===== src/rtl/cla_seq_alu_pkg.sv =====
// Shared constants for the group-serial CLA ALU: op encodings, FSM states, group width.
package cla_seq_alu_pkg;

  localparam int CLA_GROUP = 4;

  // op[2] is binv (also carry-in of bit 0); op[1:0] selects the function.
  localparam logic [2:0] OP_AND = 3'b000;
  localparam logic [2:0] OP_OR  = 3'b001;
  localparam logic [2:0] OP_ADD = 3'b010;
  localparam logic [2:0] OP_SUB = 3'b110;
  localparam logic [2:0] OP_SLT = 3'b111;

  localparam logic [1:0] FN_AND = 2'b00;
  localparam logic [1:0] FN_OR  = 2'b01;
  localparam logic [1:0] FN_SUM = 2'b10;
  localparam logic [1:0] FN_SLT = 2'b11;

  typedef enum logic [1:0] {
    S_IDLE = 2'd0,
    S_RUN  = 2'd1,
    S_DONE = 2'd2
  } state_e;

endpackage


===== src/rtl/cla_seq_alu_group4.sv =====
// 4-bit carry-lookahead group: per-bit generate/propagate, lookahead carries and sums.
module cla_group4 (
  input  logic [3:0] a,
  input  logic [3:0] b,     // already inverted when binv is set
  input  logic       cin,
  output logic [3:0] sum,
  output logic [3:0] g,
  output logic [3:0] p,
  output logic [4:0] c      // c[0]=cin, c[4]=group carry-out
);

  // Propagate is the OR form; it is valid for carries because g covers the both-ones case.
  assign g = a & b;
  assign p = a | b;

  assign c[0] = cin;
  assign c[1] = g[0] | (p[0] & cin);
  assign c[2] = g[1] | (p[1] & g[0]) | (p[1] & p[0] & cin);
  assign c[3] = g[2] | (p[2] & g[1]) | (p[2] & p[1] & g[0]) | (p[2] & p[1] & p[0] & cin);
  assign c[4] = g[3] | (p[3] & g[2]) | (p[3] & p[2] & g[1]) | (p[3] & p[2] & p[1] & g[0])
              | (p[3] & p[2] & p[1] & p[0] & cin);

  // With OR-form propagate the sum must use the true half-sum a^b.
  assign sum = a ^ b ^ c[3:0];

endmodule


===== src/rtl/cla_seq_alu.sv =====
// Group-serial 32-bit ALU: one 4-bit CLA group per cycle, SLT resolved at the MSB.
module cla_seq_alu
  import cla_seq_alu_pkg::*;
#(
  parameter int WIDTH = 32,
  parameter int GROUP = CLA_GROUP   // fixed at 4 to match cla_group4
) (
  input  logic             clk,
  input  logic             rst_n,
  input  logic             in_valid,
  output logic             in_ready,
  input  logic [WIDTH-1:0] a,
  input  logic [WIDTH-1:0] b,
  input  logic [2:0]       op,
  output logic             out_valid,
  input  logic             out_ready,
  output logic [WIDTH-1:0] result,
  output logic             zero,
  output logic             carry_out,
  output logic             overflow
);

  localparam int NGRP  = WIDTH / GROUP;
  localparam int IDX_W = (NGRP > 1) ? $clog2(NGRP) : 1;
  localparam logic [IDX_W-1:0] LAST_IDX = IDX_W'(NGRP - 1);

  state_e             state_q, state_d;
  logic [WIDTH-1:0]   a_q, a_d;
  logic [WIDTH-1:0]   b_q, b_d;          // stored already inverted for SUB/SLT
  logic [1:0]         fn_q, fn_d;
  logic               carry_q, carry_d;
  logic [IDX_W-1:0]   idx_q, idx_d;
  logic [WIDTH-1:0]   acc_q, acc_d;      // partial result, filled one group per cycle
  logic [WIDTH-1:0]   result_q, result_d;
  logic               zero_q, zero_d;
  logic               cout_q, cout_d;
  logic               ovf_q, ovf_d;

  logic [GROUP-1:0]   grp_a, grp_b, grp_sum, grp_g, grp_p, grp_res;
  logic [GROUP:0]     grp_c;
  logic [WIDTH-1:0]   merged, final_res;
  logic               arith, ovf_f, cout_f;
  logic               unused_carries;

  assign grp_a = a_q[int'(idx_q) * GROUP +: GROUP];
  assign grp_b = b_q[int'(idx_q) * GROUP +: GROUP];

  cla_group4 u_grp (
    .a   (grp_a),
    .b   (grp_b),
    .cin (carry_q),
    .sum (grp_sum),
    .g   (grp_g),
    .p   (grp_p),
    .c   (grp_c)
  );

  // Internal carries below the MSB are consumed inside the group only.
  assign unused_carries = ^grp_c[GROUP-2:0];

  // Select this group's contribution and form the final result/flags for the last group.
  always_comb begin
    // NOTE: every variable gets a default before the case so no latch is inferred.
    grp_res   = '0;
    merged    = acc_q;
    final_res = '0;
    arith     = fn_q[1];
    unique case (fn_q)
      FN_AND:  grp_res = grp_g;
      FN_OR:   grp_res = grp_p;
      FN_SUM:  grp_res = grp_sum;
      default: grp_res = '0;
    endcase
    merged[int'(idx_q) * GROUP +: GROUP] = grp_res;
    ovf_f  = arith & (grp_c[GROUP-1] ^ grp_c[GROUP]);
    cout_f = arith & grp_c[GROUP];
    if (fn_q == FN_SLT) begin
      final_res[0] = grp_sum[GROUP-1] ^ ovf_f;
    end else begin
      final_res = merged;
    end
  end

  // FSM next-state and datapath register updates.
  always_comb begin
    state_d  = state_q;
    a_d      = a_q;
    b_d      = b_q;
    fn_d     = fn_q;
    carry_d  = carry_q;
    idx_d    = idx_q;
    acc_d    = acc_q;
    result_d = result_q;
    zero_d   = zero_q;
    cout_d   = cout_q;
    ovf_d    = ovf_q;
    unique case (state_q)
      S_IDLE: begin
        if (in_valid) begin
          a_d     = a;
          b_d     = b ^ {WIDTH{op[2]}};
          fn_d    = op[1:0];
          carry_d = op[2];
          idx_d   = '0;
          acc_d   = '0;
          state_d = S_RUN;
        end
      end
      S_RUN: begin
        acc_d   = merged;
        carry_d = grp_c[GROUP];
        if (idx_q == LAST_IDX) begin
          idx_d    = '0;
          result_d = final_res;
          zero_d   = (final_res == '0);
          cout_d   = cout_f;
          ovf_d    = ovf_f;
          state_d  = S_DONE;
        end else begin
          idx_d = idx_q + 1'b1;
        end
      end
      S_DONE: begin
        if (out_ready) state_d = S_IDLE;
      end
      default: state_d = S_IDLE;
    endcase
  end

  // State and datapath registers; reset discards any in-flight request.
  always_ff @(posedge clk or negedge rst_n) begin
    if (!rst_n) begin
      state_q  <= S_IDLE;
      a_q      <= '0;
      b_q      <= '0;
      fn_q     <= '0;
      carry_q  <= 1'b0;
      idx_q    <= '0;
      acc_q    <= '0;
      result_q <= '0;
      zero_q   <= 1'b0;
      cout_q   <= 1'b0;
      ovf_q    <= 1'b0;
    end else begin
      // NOTE: non-blocking so every flop samples the pre-edge values.
      state_q  <= state_d;
      a_q      <= a_d;
      b_q      <= b_d;
      fn_q     <= fn_d;
      carry_q  <= carry_d;
      idx_q    <= idx_d;
      acc_q    <= acc_d;
      result_q <= result_d;
      zero_q   <= zero_d;
      cout_q   <= cout_d;
      ovf_q    <= ovf_d;
    end
  end

  assign in_ready  = (state_q == S_IDLE);
  assign out_valid = (state_q == S_DONE);
  assign result    = result_q;
  assign zero      = zero_q;
  assign carry_out = cout_q;
  assign overflow  = ovf_q;

endmodule


===== config.mk =====
export PLATFORM = sky130hd
export DESIGN_NAME = cla_seq_alu
export DESIGN_NICKNAME = d
export VERILOG_FILES = /design/src/rtl/cla_seq_alu_pkg.sv /design/src/rtl/cla_seq_alu_group4.sv /design/src/rtl/cla_seq_alu.sv
export SDC_FILE = /design/constraint.sdc
export NUM_CORES = 1
export LEC_CHECK = 0
export CELL_PAD_IN_SITES_DETAIL_PLACEMENT = 1
export CELL_PAD_IN_SITES_GLOBAL_PLACEMENT = 2
export CORE_ASPECT_RATIO = 1.4
export CORE_UTILIZATION = 35
export DETAILED_ROUTE_END_ITERATION = 8
export PLACE_DENSITY_LB_ADDON = 0.25
export SLEW_MARGIN = 0
export SYNTH_ARGS = -nofsm -noshare
export SYNTH_HDL_FRONTEND = slang
export SYNTH_SLANG_ARGS = --single-unit

===== constraint.sdc =====
create_clock -name clk -period 13.9 [get_ports clk]
set_clock_uncertainty 0.2 [all_clocks]
set_input_delay 2.78 -clock clk [delete_from_list [all_inputs] [get_ports clk]]
set_output_delay 2.78 -clock clk [all_outputs]
set_load 0.01 [all_outputs]

==> impl_results.md, run 1 <==
* Outcome: completed
* Clock transition at path regs at 0.06 ns
* Initial Util at 0.359
* RSZ-0062 raised after global routing: false
* Cell count after placement at 1,040
* DRC Markers at 0
* Gr usage total at 0.210
* Final core utilization at 0.457
* Detailed-placement wirelength estimate at 14,200 µm
* Post-CTS setup-driven buffer insertion count at 0
* Max VDD drop at 0.101 mV
* Final Cycle Share at 0.359
* Req. time, crit path at 14.05 ns
* Tot Pwr at 0.00220 W
* Die area at 0.0204 mm²
* Final setup viols at 0
* Cell taking the most area after synthesis: dfrtp_1
* Register area share after synthesis at 0.502
* Leakage at 3.91 nW
* First drt pass iteration count at 4
* DR top layer: met4
* Avg Vias per Cell at 5.24
* Startpoint Class: register
* Crit. End Element: register
* # resized after CTS at 0
* Mapped cell area at 0.00692 mm²
* Final hold vios at 0
* Wire per inst at 18.5 µm
* Ys Warns at 0
* Most frequent cell after synthesis: nand2_1
* Iter 0 DRT Violations at 303
* Die Height at 168 µm
* Rel. slew slack at 0.139
* Most common library cells after synthesis: nand2_1, dfrtp_1, o21ai_0, clkbuf_1, xnor2_1
* Synth top area cells: dfrtp_1, nand2_1, o21ai_0
* Met2 WL post-DR at 10,500 µm
* # rows at 60
* Vias in the first global route at 6,099
* Vias at 5,613
* EDFF count, synth at 0
* Detailed Route WL at 19,800 µm
* GRT Residual Overflow at 0
* Post-Layout Cell Count at 1,072
* Async S/R FF share, synth at 1.00
* Post-CTS Hold Fix Bufs at 0
* Maximum clock frequency at 0.200 GHz
* Worst Path Max Fanout at 20
* Max-Cap Viols at 0
* M1 WL at 8260 µm
* Global-route wire length before repair at 33,000 µm
* Max-slew violation count at 0
* Share of the synthesized area in the top cell type at 0.502
* Top FF cell, synth: dfrtp_1
* Area delta synth->final at 27.3%
* Synth cell types at 48
* Synth Instances at 725
* Metal3 WL at 587 µm
* CTS root buf: clkbuf_16
* Syn Area/Cell at 9.55 µm²
* Sink Count at 139
* CORE AREA at 0.0193 mm²
* Worst-margin pin slew at 1.29 ns
* Crit Path Category: reg2reg
* TritonCTS buffer count at 17
* Min cycle time layout at 4.99 ns
* Ports at 108
* Ant. Diodes at 0
* Min-Delay Path Class: reg2reg
* Initial antenna violation count at 0
* Htree depth at 4
* Routed Antenna Nets at 0
* PortBufs at 107
* Nets at 899
* GPL Wtd Cong at 0.844
* Horiz. Die Dim at 121 µm
* Seq cells post-synth at 139
* WP data arrival at 5.15 ns
* Share of layout cells above drive strength 1 at 0.0752
* CTS tree: yes
* Cell Pwr Density at 250 mW/mm²
* Syn nets at 813
* Final TNS setup at 0 ns
* Clk buf depth at 2
* Worst-Skew Late Latency at 0.42 ns
* Largest net degree at the start of global routing at 99
## critical path, stage by stage, from the launching register on
cell,delay (ns)
dfrtp_1,0.62
buf_4,0.40
mux4_2,0.55
nand2_1,0.07
and2_1,0.18
inv_1,0.10
fa_1,0.39
xor2_1,0.17
a211o_1,0.42
a22oi_1,0.31
nor4bb_1,0.32
nand4_1,0.12
or4_1,0.40
or4_1,0.48
a21oi_1,0.16
## per-stage QoR
stage          area [µm²]  setup slack [ns]  hold WS, ns
2_1_floorplan        6920              8.92        0.240
3_3_place_gp         8180              8.98        0.258
3_5_place_dp         8180              8.87        0.262
4_1_cts              8810              8.86        0.276
5_1_grt              8810              8.54        0.302
6_report             8810              8.91        0.274
## final timing paths
| path | startpoint | to | slack, ns | cells past startpoint |
|---|---|---|---|---|
| max | idx_q[0] | zero | 8.91 | 14 |
| min | a_q[30] | a_q[30] | 0.27 | 2 |
| max reg2reg | idx_q[0] | zero | 8.91 | 14 |
| min reg2reg | a_q[30] | a_q[30] | 0.27 | 2 |
| max in group asynchronous | rst_n | a_q[6] | 9.99 | 2 |
| min in group asynchronous | rst_n | result[30] | 2.22 | 1 |
## layout make-up
cell class | instances | area (µm²)
Multi-Input combinational cell | 525 | 3220
Inverter | 14 | 52.6
Tap cell | 248 | 310
Timing Repair Buffer | 114 | 1120
Sequential cell | 139 | 3480
Clock buffer | 23 | 498
Fill cell | 2180 | 10500
Clock inverter | 9 | 133
## flip-flops by register name, summed over array words and instances, names as in the netlist
name / count
a_q: 32
acc_q: 32
b_q: 32
carry_out: 1
carry_q: 1
fn_q: 2
idx_q: 3
overflow: 1
result: 32
state_q: 2
zero: 1
## power breakdown
group          total (W)  internal (W)  switching [W]
Combinational    0.00102      0.000430       0.000586
Clock           0.000485      0.000307       0.000178
Sequential      0.000700      0.000574       0.000126
Total            0.00220       0.00131       0.000890
## placed cells by master, fill, tap and decap left out, drive strengths merged, types with 5 or more instances in the layout
master and instances:
nand2 201, xnor2 35, mux4 16, clkdlybuf4s50 105, ha 16, mux2i 8, nand3 25, nand2b 8
or3 5, inv 16, a22oi 16, o21ai 92, and2 12, buf 9, dfrtp 139, a22o 18
clkbuf 23, nor2 15, a21oi 12
## logic make-up after synthesis
kind of cell / Yosys count / share of synthesized area
AND/OR/NAND/NOR: 293 / 0.187
buffers and inverters: 61 / 0.0338
adder cells (fa/ha/maj): 17 / 0.0318
flip-flops: 139 / 0.502
AO/OA/AOI/OAI: 155 / 0.136
multiplexers: 24 / 0.0636
XOR/XNOR: 36 / 0.0455
## per-layer routing
layer  track usage  vias to the layer above
met5             0                        -
met4        0.0859                        0
met3        0.0318                       31
met2         0.375                      128
met1         0.250                     2797
li1              -                     2657
Power figures use the tool's default switching activity.
==> run 2: changes to the inputs <==
--- a/config.mk
+++ b/config.mk
@@ -8,7 +8,7 @@
 export CELL_PAD_IN_SITES_DETAIL_PLACEMENT = 1
 export CELL_PAD_IN_SITES_GLOBAL_PLACEMENT = 2
 export CORE_ASPECT_RATIO = 1.4
-export CORE_UTILIZATION = 35
+export CORE_UTILIZATION = 30
 export DETAILED_ROUTE_END_ITERATION = 8
 export PLACE_DENSITY_LB_ADDON = 0.25
 export SLEW_MARGIN = 0
==> constraint.sdc (replaced) <==
create_clock -name clk -period 4.05 [get_ports clk]
set_clock_uncertainty 0.2 [all_clocks]
set_input_delay 0.81 -clock clk [delete_from_list [all_inputs] [get_ports clk]]
set_output_delay 0.81 -clock clk [all_outputs]
set_load 0.01 [all_outputs]
==> run 2 against run 1 <==
Global-route usage down 2.5 points; sequential power rose to 3.4 times the previous value; register-to-register slack worse by 8.9 ns; die area up 16%; clock power rose to 3.6 times the previous value; clock-buffer cell count did not move; final cell count grew 9.5%; setup slack worse by 8.9 ns; critical path depth unchanged; routed wire length grew 2.6%; first-iteration DRC count fell by 5.3%; critical path type unchanged; largest cell class unchanged; largest power group unchanged; highest routed layer unchanged.
==> impl_results.md, run 2 (same netlist as run 1, synthesis figures left out) <==
* Worst setup path start: idx_q[0]
* Crit Path Category: reg2reg
* Gr usage total at 0.185 (-0.0252)
* Min cycle time layout at 4.02 ns (-0.973 ns)
* Worst path max stage delay at 0.47 ns (-0.15 ns)
* Worst reg2reg path startpoint: idx_q[0]
* Ports at 108 (unchanged)
* Die Height at 182 µm (+7.9%)
* CP Depth at 14 (unchanged)
* Maximum clock frequency at 0.249 GHz (+24%)
* Most frequent cells in the layout: nand2_1, dfrtp_1, clkdlybuf4s50_1
* Detailed-placement wirelength estimate at 15,400 µm (+8.7%)
* Rel. slew slack at 0.263 (+0.124)
* Worst-Skew Late Latency at 0.42 ns (about the same)
* Worst Path Max Fanout at 13 (-35%)
* CP delay by family, top: simple AND/OR/NAND/NOR gates
* CTS tree: yes
* Setup WS post-layout at 0.0279 ns (-8.88 ns)
* Detailed Route WL at 20,400 µm (+2.6%)
* Worst-margin pin slew at 1.09 ns (-0.194 ns)
* Reg-to-Reg End: zero
* PortBufs at 107 (unchanged)
* DP Worst Slack at -0.157 ns (-9.03 ns)
* Initial Util at 0.306 (-0.0526)
* Max-slew violation count at 0 (unchanged)
* Req. time, crit path at 4.21 ns (-9.84 ns)
* Design area at 0.00941 mm² (+6.8%)
* Nets at 948 (+5.5%)
* Cells along the critical path: buf_12, buf_4, buf_4, inv_1, ha_1, ha_1, nand2b_1, or3_1, o31ai_1, and4b_1, nand4_1, or4_1, or4_4, a21oi_2
* CORE AREA at 0.0226 mm² (+17%)
* Iter 0 DRT Violations at 287 (-5.3%)
* Post-Layout Cell Count at 1,174 (+9.5%)
* Worst R2R Path Depth at 14 (unchanged)
* Die area at 0.0237 mm² (+16%)
* Area delta synth->final at 36.0%
* # rows at 65 (+8.3%)
* Wire per inst at 17.3 µm (-6.3%)
* Htree depth at 4 (unchanged)
* WP data arrival at 4.18 ns (-0.97 ns)
* Avg Vias per Cell at 4.88 (-6.7%)
* Min-Delay Path Class: in2async
* Global-route wire length before repair at 33,400 µm (+1.2%)
* Leakage at 4.18 nW (+7.0%)
* Ant. Diodes at 0 (unchanged)
* Critical Path End: zero
* GPL Wtd Cong at 0.870 (+3.0%)
* Crit. End Element: register
* Horiz. Die Dim at 130 µm (+7.9%)
* Max VDD drop at 0.397 mV (+300%)
* Initial antenna violation count at 0 (unchanged)
* DRC Markers at 0 (unchanged)
* Clk buf depth at 2 (unchanged)
* Cell Pwr Density at 885 mW/mm² (+250%)
* Outcome: completed
* Final setup viols at 0 (unchanged)
* Most common cell after layout, fill and taps aside: nand2_1
* Vias at 5,734 (+2.2%)
* CTS root buf: clkbuf_16
* Slowest cell on crit path: or4_1
* Startpoint Class: register
* Critical path buffers and inverters at 4 (+2)
* Cell count after placement at 1,137 (+9.3%)
* Max-Cap Viols at 0 (unchanged)
* Post-CTS Hold Fix Bufs at 0 (unchanged)
* Vias in the first global route at 6,422 (+5.3%)
* Routed Antenna Nets at 0 (unchanged)
* TritonCTS buffer count at 17 (unchanged)
* Largest net degree at the start of global routing at 74 (-25%)
* Sink Count at 139 (unchanged)
* Final Cycle Share at 0.993 (+0.634)
* RSZ-0062 raised after global routing: true
* First drt pass iteration count at 4 (unchanged)
* Area post-placement at 0.00863 mm² (+5.4%)
* Final hold vios at 0 (unchanged)
* Clock transition at path regs at 0.06 ns (about the same)
* Reg2reg setup slack at 0.03 ns (-8.88 ns)
* Share of layout cells above drive strength 1 at 0.150 (+0.0748)
* GRT Residual Overflow at 0 (unchanged)
[run 2: report_power, final]
group,leakage [nW],internal (W),switching [W]
Sequential,1.82,0.00197,0.000398
Combinational,2.04,0.00201,0.00222
Clock,0.322,0.00113,0.000601
[run 2: repair_timing]
item                                   CTS  global route
resized for setup                        8             8
setup buffers                            5             1
pin swaps                                3             3
endpoints found under the hold margin    0             0
setup endpoints to repair                1             1
[run 2: how the worst min path moves through the flow]
stage | start | endpoint | slack [ns]
4_1_cts | rst_n | result[14] | 0.22
2_1_floorplan | a_q[10] | a_q[10] | 0.24
3_3_place_gp | a_q[11] | a_q[11] | 0.26
6_report | rst_n | result[14] | 0.17
3_5_place_dp | a_q[14] | a_q[14] | 0.26
5_1_grt | rst_n | result[14] | 0.23
[run 2: cell type report]
cell class                 instances  area [µm²]
multi-input combinational        525        3300
sequential                       139        3480
clock inverter                     9         158
tap                              301         377
timing repair buffer             163        1530
fill                            2592       13200
inverter                          14        55.1
clock buffer                      23         508
[run 2: per-stage QoR]
stage / util / total power [W] / hold WS (ns) / setup TNS (ns)
2_1_floorplan: - / 0.00473 / 0.240 / -0.0927
3_3_place_gp: 0.382 / 0.00623 / 0.256 / -0.0952
3_5_place_dp: 0.382 / 0.00638 / 0.262 / -0.157
4_1_cts: 0.414 / 0.00829 / 0.222 / 0
5_1_grt: 0.416 / 0.00895 / 0.233 / -0.154
6_report: 0.416 / 0.00833 / 0.172 / 0
[run 2: routing by layer]
layer / vias up / share of wire / global-route usage
met5: - / 0 / 0
met4: 0 / 0.033 / 0.0864
li1: 2750 / - / -
met2: 128 / 0.53 / 0.332
met3: 41 / 0.029 / 0.0309
met1: 2815 / 0.41 / 0.211
